===== config.mk =====
export PLATFORM = sky130hd
export DESIGN_NAME = ep_cmd_sequencer
export DESIGN_NICKNAME = d
export VERILOG_FILES = /design/src/rtl/ep_seq_pkg.sv /design/src/rtl/ep_cmd_fifo.sv /design/src/rtl/ep_cmd_sequencer.sv
export SDC_FILE = /design/constraint.sdc
export NUM_CORES = 1
export LEC_CHECK = 0
export CAP_MARGIN = 30
export CORE_MARGIN = 8
export CORE_UTILIZATION = 35
export DETAILED_ROUTE_END_ITERATION = 10
export MAX_ROUTING_LAYER = met4
export SYNTH_ARGS = -nofsm -noshare
export SYNTH_HDL_FRONTEND = slang
export SYNTH_HIERARCHICAL = 1
export SYNTH_SLANG_ARGS = --single-unit

===== constraint.sdc =====
create_clock -name clk -period 11.4 [get_ports clk]
set_input_delay 2.28 -clock clk [delete_from_list [all_inputs] [get_ports clk]]
set_output_delay 2.28 -clock clk [all_outputs]
set_load 0.01 [all_outputs]

===== src/rtl/ep_seq_pkg.sv =====
// Shared constants, FSM encoding and index-width helper for the endpoint command sequencer.
package ep_seq_pkg;

    localparam logic [1:0] CMD_WIRE = 2'b00;
    localparam logic [1:0] CMD_TRIG = 2'b01;
    localparam logic [1:0] CMD_WAIT = 2'b10;
    localparam logic [1:0] CMD_RSVD = 2'b11;

    typedef enum logic [2:0] {
        StIdle,
        StPre,
        StApply,
        StPost,
        StWait
    } seq_state_e;

    // Channel index width: enough for the larger channel set, never below one bit.
    function automatic int unsigned calc_idx_w(input int unsigned n_wire,
                                               input int unsigned n_trig);
        int unsigned n_max;
        n_max = (n_wire > n_trig) ? n_wire : n_trig;
        return (n_max <= 2) ? 1 : $clog2(n_max);
    endfunction

endpackage


===== src/rtl/ep_cmd_fifo.sv =====
// Show-ahead command queue; push while full is dropped, push and pop may share an edge.
module ep_cmd_fifo #(
    parameter int unsigned WIDTH = 8,
    parameter int unsigned DEPTH = 4
) (
    input  logic             clk,
    input  logic             reset,
    input  logic             push_i,
    input  logic [WIDTH-1:0] wdata_i,
    input  logic             pop_i,
    output logic [WIDTH-1:0] rdata_o,
    output logic             full_o,
    output logic             empty_o
);

    localparam int unsigned AW = $clog2(DEPTH);

    logic [WIDTH-1:0] mem_q [DEPTH];
    logic [AW:0]      wr_ptr_q, wr_ptr_d;
    logic [AW:0]      rd_ptr_q, rd_ptr_d;
    logic             push_ok, pop_ok;

    // Extra pointer bit distinguishes full from empty when the addresses match.
    assign full_o  = (wr_ptr_q[AW] != rd_ptr_q[AW]) && (wr_ptr_q[AW-1:0] == rd_ptr_q[AW-1:0]);
    assign empty_o = (wr_ptr_q == rd_ptr_q);
    assign push_ok = push_i && !full_o;
    assign pop_ok  = pop_i && !empty_o;
    assign rdata_o = mem_q[rd_ptr_q[AW-1:0]];

    always_comb begin
        wr_ptr_d = wr_ptr_q;
        rd_ptr_d = rd_ptr_q;
        if (push_ok) begin
            wr_ptr_d = wr_ptr_q + (AW+1)'(1);
        end
        if (pop_ok) begin
            rd_ptr_d = rd_ptr_q + (AW+1)'(1);
        end
    end

    always_ff @(posedge clk or posedge reset) begin
        if (reset) begin
            wr_ptr_q <= '0;
            rd_ptr_q <= '0;
        end else begin
            wr_ptr_q <= wr_ptr_d;
            rd_ptr_q <= rd_ptr_d;
        end
    end

    always_ff @(posedge clk) begin
        if (push_ok) begin
            mem_q[wr_ptr_q[AW-1:0]] <= wdata_i;
        end
    end

endmodule


===== src/rtl/ep_cmd_sequencer.sv =====
// Queued wire/trigger/wait command sequencer with settle and hold timing around each apply.
module ep_cmd_sequencer
    import ep_seq_pkg::*;
#(
    parameter int unsigned N_WIRE   = 6,
    parameter int unsigned N_TRIG   = 2,
    parameter int unsigned DATA_W   = 32,
    parameter int unsigned PRE_CYC  = 2,
    parameter int unsigned POST_CYC = 6,
    parameter int unsigned DEPTH    = 4,
    parameter int unsigned IDX_W    = calc_idx_w(N_WIRE, N_TRIG)
) (
    input  logic                     clk,
    input  logic                     reset,
    input  logic                     cmd_valid,
    output logic                     cmd_ready,
    input  logic [1:0]               cmd_type,
    input  logic [IDX_W-1:0]         cmd_idx,
    input  logic [DATA_W-1:0]        cmd_data,
    output logic [N_WIRE*DATA_W-1:0] wire_out,
    output logic [N_TRIG*DATA_W-1:0] trig_out,
    output logic                     busy,
    output logic                     done_pulse,
    output logic                     err_out,
    input  logic                     err_clr,
    output logic [15:0]              cmd_count
);

    localparam int unsigned CMD_W = 2 + IDX_W + DATA_W;
    localparam int unsigned CNT_W = (DATA_W > 32) ? DATA_W : 32;

    seq_state_e               state_q, state_d;
    logic [CMD_W-1:0]         cmd_q, cmd_d, cmd_sel, fifo_rdata;
    logic [CNT_W-1:0]         cnt_q, cnt_d;
    logic [N_WIRE*DATA_W-1:0] wire_q, wire_d;
    logic [N_TRIG*DATA_W-1:0] trig_q, trig_d;
    logic                     err_q, err_d;
    logic                     done_q, done_d;
    logic [15:0]              count_q, count_d;
    logic                     fifo_pop, fifo_full, fifo_empty;
    logic                     apply_en, post_en, a_bad;
    logic [1:0]               a_type;
    logic [IDX_W-1:0]         a_idx;
    logic [DATA_W-1:0]        a_data;

    ep_cmd_fifo #(
        .WIDTH (CMD_W),
        .DEPTH (DEPTH)
    ) u_fifo (
        .clk     (clk),
        .reset   (reset),
        .push_i  (cmd_valid),
        .wdata_i ({cmd_type, cmd_idx, cmd_data}),
        .pop_i   (fifo_pop),
        .rdata_o (fifo_rdata),
        .full_o  (fifo_full),
        .empty_o (fifo_empty)
    );

    // In IDLE the command being popped is the queue head, otherwise the latched one.
    assign cmd_sel                  = (state_q == StIdle) ? fifo_rdata : cmd_q;
    assign {a_type, a_idx, a_data}  = cmd_sel;

    assign a_bad = (a_type == CMD_RSVD)
                || ((a_type == CMD_WIRE) && (32'(a_idx) >= N_WIRE))
                || ((a_type == CMD_TRIG) && (32'(a_idx) >= N_TRIG));

    always_comb begin
        state_d  = state_q;
        cnt_d    = cnt_q;
        cmd_d    = cmd_q;
        fifo_pop = 1'b0;
        apply_en = 1'b0;
        post_en  = 1'b0;
        done_d   = 1'b0;
        case (state_q)
            StIdle: begin
                if (!fifo_empty) begin
                    fifo_pop = 1'b1;
                    cmd_d    = fifo_rdata;
                    if (PRE_CYC == 0) begin
                        state_d  = StApply;
                        apply_en = 1'b1;
                    end else begin
                        state_d = StPre;
                        cnt_d   = CNT_W'(PRE_CYC - 1);
                    end
                end
            end
            StPre: begin
                if (cnt_q == '0) begin
                    state_d  = StApply;
                    apply_en = 1'b1;
                end else begin
                    cnt_d = cnt_q - CNT_W'(1);
                end
            end
            StApply: begin
                if ((a_type == CMD_WAIT) && (a_data != '0)) begin
                    state_d = StWait;
                    cnt_d   = CNT_W'(a_data) - CNT_W'(1);
                end else begin
                    post_en = 1'b1;
                end
            end
            StWait: begin
                if (cnt_q == '0) begin
                    post_en = 1'b1;
                end else begin
                    cnt_d = cnt_q - CNT_W'(1);
                end
            end
            StPost: begin
                if (cnt_q == '0) begin
                    state_d = StIdle;
                    done_d  = 1'b1;
                end else begin
                    cnt_d = cnt_q - CNT_W'(1);
                end
            end
            default: state_d = StIdle;
        endcase
        if (post_en) begin
            if (POST_CYC == 0) begin
                state_d = StIdle;
                done_d  = 1'b1;
            end else begin
                state_d = StPost;
                cnt_d   = CNT_W'(POST_CYC - 1);
            end
        end
    end

    // Outputs are registered on the edge that enters APPLY, so they are live during APPLY.
    always_comb begin
        wire_d  = wire_q;
        trig_d  = '0;
        err_d   = err_q;
        count_d = count_q;
        if (apply_en && !a_bad) begin
            for (int k = 0; k < N_WIRE; k++) begin
                if ((a_type == CMD_WIRE) && (a_idx == IDX_W'(k))) begin
                    wire_d[k*DATA_W +: DATA_W] = a_data;
                end
            end
            for (int k = 0; k < N_TRIG; k++) begin
                if ((a_type == CMD_TRIG) && (a_idx == IDX_W'(k))) begin
                    trig_d[k*DATA_W +: DATA_W] = a_data;
                end
            end
        end
        if (err_clr) begin
            err_d = 1'b0;
        end
        if (apply_en && a_bad) begin
            err_d = 1'b1;
        end
        if (done_d) begin
            count_d = count_q + 16'd1;
        end
    end

    always_ff @(posedge clk or posedge reset) begin
        if (reset) begin
            state_q <= StIdle;
            cnt_q   <= '0;
            cmd_q   <= '0;
            wire_q  <= '0;
            trig_q  <= '0;
            err_q   <= 1'b0;
            done_q  <= 1'b0;
            count_q <= '0;
        end else begin
            state_q <= state_d;
            cnt_q   <= cnt_d;
            cmd_q   <= cmd_d;
            wire_q  <= wire_d;
            trig_q  <= trig_d;
            err_q   <= err_d;
            done_q  <= done_d;
            count_q <= count_d;
        end
    end

    assign cmd_ready  = !fifo_full;
    assign wire_out   = wire_q;
    assign trig_out   = trig_q;
    assign busy       = (state_q != StIdle) || !fifo_empty;
    assign done_pulse = done_q;
    assign err_out    = err_q;
    assign cmd_count  = count_q;

endmodule


# Word-level counts from Yosys, hierarchy flattened
# Memories as Yosys holds them, arrays and structs flattened.
# Cells that the tools add are included.
classes:
  bitwise_logic: 1
  eq_ne: 21
  order_cmp: 2
  n_mux: 26
  n_reduce_logical: 40
  n_addsub: 5
ops:
  columns: ["op", "n"]
  rows:
  - ["$mux W32", 6]
  - ["$pmux W32 S3", 1]
  - ["$mux W64", 1]
  - ["$sub A32 B1 Y32 const B", 2]
  - ["$mux W37", 1]
  - ["$logic_not A32 Y1", 1]
  - ["$reduce_bool A32 Y1", 1]
  - ["$add A16 B1 Y16 const B", 1]
  - ["$logic_and A1 B1 Y1", 16]
  - ["$mux W3", 5]
  - ["$ne A3 B3 Y1 const B", 5]
  - ["$pmux W3 S5", 1]
  - ["$reduce_and A2 Y1", 7]
  - ["$eq A3 B2 Y1 const B", 4]
  - ["$mux W1", 10]
  - ["$eq A3 B3 Y1 const B", 3]
  - ["$add A3 B1 Y3 const B", 2]
  - ["$eq A3 B1 Y1 const B", 2]
  - ["$logic_not A3 Y1", 2]
  - ["$reduce_and A5 Y1", 1]
  - ["$eq A2 B2 Y1 const B", 2]
  - ["$reduce_and A4 Y1", 1]
  - ["$reduce_bool A4 Y1", 1]
  - ["$eq A3 B3 Y1", 1]
  - ["other kinds (14)", 18]
totals:
  memories: 1
  elab_cells: 111
  inputBits: 41
  ramBits: 148
  out_inout_bits: 276
  register_bits: 352
memory_table:
  columns: ["name", "words", "width", "rd", "rd_clocked_by_memory_dff", "write_ports", "line", "source"]
  rows:
  - ["u_fifo.mem_q", 4, 37, 1, 0, 1, "ep_cmd_fifo.sv:18", "logic [WIDTH-1:0] mem_q [DEPTH];"]

# Longest topological paths before layout
logic_depth:
  ltp_word: 9
  mapped_depth: 13
  mapped_depth_nobuf: 10

# Cells and area by module
# The synthesis kept the hierarchy.
modules_own_cells:
  columns: ["mod", "instances", "seq_area_each_um2", "area_per_inst_um2", "cells_per_inst"]
  rows:
  - ["ep_cmd_sequencer", 1, 8658.3, 14461.4, 1363]
  - ["ep_cmd_fifo", 1, 4594.4, 5856.9, 244]

# Least setup slack after synthesis
# OpenSTA, ideal clock, no wires.
synth_path:
  path_type: "input -> register"
  startpoint: "input cmd_valid"
  endpoint: "memory u_fifo/mem_q[3][0] (netlist bit) (enable)"
  setup_time_ns: 0.413
  n_path_buf: 0
  path_slack_ns: 7.443
  required_time_ns: 10.987
  arrival_ns: 3.544
  path_stages: 2
  path_cell_list: "nand2_1 -> a31oi_2"
synth_via:
  elab_chain_cells: 3
synth_rtl:
  columns: ["item", "line", "source"]
  rows:
  - ["start, declared", "ep_cmd_sequencer.sv:15", "input logic cmd_valid,"]
  - ["$logic_and A1 B1 Y1", "ep_cmd_fifo.sv:26", "assign push_ok = push_i && !full_o;"]
  - ["$mux W1", "ep_cmd_fifo.sv:52", "if (push_ok) begin"]
  - ["$mux W1 (not written as such)", "ep_cmd_fifo.sv:53", "mem_q[wr_ptr_q[AW-1:0]] <= wdata_i;"]
  - ["end, declared", "ep_cmd_fifo.sv:18", null]
# Every way passes these cells.

# Worst setup path in the final report
layout_path:
  startpoint: "register u_fifo.wr_ptr_q[0]"
  endpoint: "output busy"
layout_via:
  elab_chain_cells: 3
layout_rtl:
  columns: ["item", "line", "source"]
  rows:
  - ["start, declared", "ep_cmd_fifo.sv:19", "logic [AW:0] wr_ptr_q, wr_ptr_d;"]
  - ["start signal, assigned", "ep_cmd_fifo.sv:46", "wr_ptr_q <= wr_ptr_d;"]
  - ["$eq A3 B3 Y1", "ep_cmd_fifo.sv:25", "assign empty_o = (wr_ptr_q == rd_ptr_q);"]
  - ["via fifo_empty", "ep_cmd_sequencer.sv:40", "logic fifo_pop, fifo_full, fifo_empty;"]
  - ["$logic_not A1 Y1", "ep_cmd_sequencer.sv:188", "assign busy = (state_q != StIdle) || !fifo_empty;"]
  - ["$logic_or A1 B1 Y1", "ep_cmd_sequencer.sv:188", null]
  - ["end, declared", "ep_cmd_sequencer.sv:22", "output logic busy,"]
# The timed path passes the listed nets, and every way through them passes these cells.

==> impl_metrics.json <==
{
  "status": "completed",
  "critical-path-top-delay-family": "simple AND/OR/NAND/NOR gates",
  "synth-compound-area-share_pct": 9.44,
  "ctsResizeCount": 0,
  "hold_path_class": "flop to flop",
  "avgSynthCellArea_um2": 12.6,
  "layout.core_utilization_pct": 45.8,
  "cts_root_buffer": "clkbuf_16",
  "setup.worst_path.class": "flop to output pin",
  "drt_wl_total_um": 57700,
  "setup_tns_ns": 0,
  "cpMaxStageDelayCell": "nor3_1",
  "grt_start_max_net_pins": 180,
  "vias_per_cell": 5.10,
  "design_power_total_w": 0.00521,
  "synthTopCellsByCount": "dfrtp_1, nand2_1, o21ai_0, edfxtp_1, nor2_1",
  "report.final.slew_viol_count": 0,
  "timing.slew.headroom_pct": 21.3,
  "worst-endpoint-arrival_ns": 2.81,
  "cts-hold-fix-buffers": 0,
  "flow.area_growth_from_synthesis_pct": 29.9,
  "first_global_vias": 14000,
  "required_ns": 9.12,
  "rows": 88,
  "dp_hpwl_um": 40600,
  "ios": 317,
  "syn-cell-area_mm2": 0.0203,
  "synth-edff-count": 148,
  "floorplan.initialDensity_pct": 35.3,
  "yosys.area.top_type_share_pct": 43.4,
  "h_tree_depth": 2,
  "core_mm2": 0.0576,
  "share_of_synthesized_cell_area_in_full_adder_half_adder_and_majority_cells_pct": 0.431,
  "cts_tree": "built",
  "synth_simple_gate_area_share_pct": 10.3,
  "yosys.cell_types.count": 66,
  "cts.sink_count": 500,
  "post-synth-top-area-cell": "dfrtp_1",
  "die_footprint_mm2": 0.0660,
  "rsz_0062_raised_after_global_routing": "false",
  "remaining_design_rule_violation_count": 0,
  "drt_initial_violations": 971,
  "postSynth.topFlopCell": "dfrtp_1",
  "clkLatencyLatePin_ns": 0.61,
  "min_period_over_period_pct": 44.6,
  "overflow": 0,
  "layout.cells.non_filler": 2741,
  "finalHoldViolCount": 0,
  "crit_path_cell_trace": "xor2_2, nor3_1, nand2_1, clkdlybuf4s50_1",
  "critical_path.max_fanout": 6,
  "main_combinational_cell_family_by_area_after_synthesis": "simple AND/OR/NAND/NOR gates",
  "first_pass_grt_wire_length_um": 88500,
  "setup_viol": 0,
  "die_h_um": 257,
  "synth.mux.area_fraction_pct": 9.83,
  "dominant_cells_by_area_after_synthesis": "dfrtp_1, edfxtp_1, o21ai_0",
  "cts-buffers-inserted": 53,
  "ys_ff_latch": 500,
  "critical-path-max-stage-delay_ns": 0.63,
  "die_width_um": 257,
  "worst_slew_pin_slew_ns": 1.18,
  "synth-async-reset-ratio_pct": 70.4,
  "cts.repair_timing.setup_buffer_count": 0,
  "num_antenna_cells": 0,
  "power_per_cell_area_mw_per_mm2": 198,
  "remaining_number_of_nets_flagged_by_the_antenna_check_after_routing": 0,
  "cp-end-kind": "output pin",
  "fraction_of_layout_instances_using_a_drive_strength_above_1_pct": 12.6,
  "maxCapViolCount": 0,
  "routedWlPerCell_um": 21.0,
  "numPlacedInstances": 2641,
  "synth-xor-area-share_pct": 2.27,
  "skew_ns": 0.0207,
  "ys.warnings.count": 6,
  "ir_drop_mv": 0.129,
  "detail_route.first_pass.iterations": 5,
  "synth.most_common_cell": "dfrtp_1",
  "postSynthNetCount": 1655,
  "yosysSeqAreaShare_pct": 65.2,
  "num-nets-final": 1981,
  "cts-root-to-sink-buffers": 3,
  "cp-start-kind": "flop",
  "gpl.final_weighted_congestion": 0.854,
  "grt_antenna_before_repair": 0,
  "cts.reportedPaths.clkPinSlew_ns": 0.06,
  "leakage_nw": 10.4,
  "via_count": 14000,
  "synthesis.instances": 1607,
  "fmax_ghz": 0.197,
  "io_buffer_count": 316,
  "fin_crit_ns": 5.09,
  "crit_buf_inv": 1,
  "all_layer_global_routing_usage_pct": 17.5
}
-- metrics by stage --
stage	setup slack (ns)	instance area (µm²)	hold WS [ns]
after floorplan	4.49	20300	0.472
after global placement	6.64	24300	0.461
after detailed placement	6.59	24500	0.470
after CTS	6.28	26400	0.482
after global routing	6.13	26400	0.501
final	6.31	26400	0.476
-- placed cells by master (no fill, tap or decap), types with 26 or more instances in the layout --
cell type,n
mux2i_1,69
buf_4,38
xnor2_1,26
a21oi_1,43
nor4_1,32
clkdlybuf4s50_1,316
clkbuf_16,53
mux2_2,41
edfxtp_1,148
o21ai_0,207
nand2_1,225
dfrtp_1,350
mux4_2,34
nor2_1,111
-- layer usage --
metal	vias to the layer above	GRT usage, %	wire length [µm]
met5	-	-	0
met4	0	4.65	1510
met3	94	3.22	3630
met2	475	26.8	26500
met1	6993	23.9	26000
li1	6422	-	-
-- worst register-to-register path, stage by stage, from the launching register on --
cell and delay [ns]:
dfrtp_2 0.38, buf_4 0.64, mux4_2 0.70, nor4_1 0.37
nand4_1 0.26, o22ai_1 0.22, a21oi_1 0.22, nand3_1 0.27
nand2_1 0.63, and3_1 0.40, a221o_1 0.32
-- sequential cells by signal (all words and copies together), names as in the netlist --
name,cells
cnt_q,32
u_fifo/rd_ptr_q,3
cmd_q,37
state_q,3
u_fifo/wr_ptr_q,3
u_fifo/mem_q,148
done_pulse,1
trig_out,64
err_out,1
wire_out,192
cmd_count,16
-- worst paths after layout --
path                                           startpoint                        to  slack, ns  depth (start not counted)
min in group asynchronous                           reset    state_q[0]$_DFFE_PP0P_       2.01                          2
setup / recovery           u_fifo/wr_ptr_q[0]$_DFFE_PP0P_                      busy       6.31                          4
setup reg to reg           u_fifo/rd_ptr_q[0]$_DFFE_PP0P_     cnt_q[30]$_DFFE_PP0P_       6.89                         10
hold reg to reg                  wire_out[18]$_DFFE_PP0P_  wire_out[18]$_DFFE_PP0P_       0.48                          2
max in group asynchronous                           reset    trig_out[41]$_DFF_PP0_       7.88                          5
hold / removal                   wire_out[18]$_DFFE_PP0P_  wire_out[18]$_DFFE_PP0P_       0.48                          2
-- where the power goes --
group,internal [W],switching (W),leakage (nW)
clock network,0.00108,0.000728,0.902
logic,0.000437,0.000722,3.38
registers,0.00208,0.000174,6.15
-- final cells by class --
class / count / area (µm²)
Multi-Input combinational cell: 996 / 6590
Clock buffer: 66 / 1470
Clock inverter: 32 / 392
Fill cell: 5177 / 31200
Sequential cell: 500 / 13300
Tap cell: 765 / 957
Timing Repair Buffer: 364 / 3670
Inverter: 18 / 71.3
-- logic make-up (layout without fill, tap and decap cells) --
| family | count (synthesis) | after routing |
|---|---|---|
| compound gates | 333 | 333 |
| xor+xnor | 50 | 50 |
| fa+ha+maj | 7 | 7 |
| buf+inv | 111 | 480 |
| flops | 500 | 500 |
| mux | 147 | 147 |
| simple gates | 459 | 459 |
Note: power is estimated with default switching activity, not from simulation.
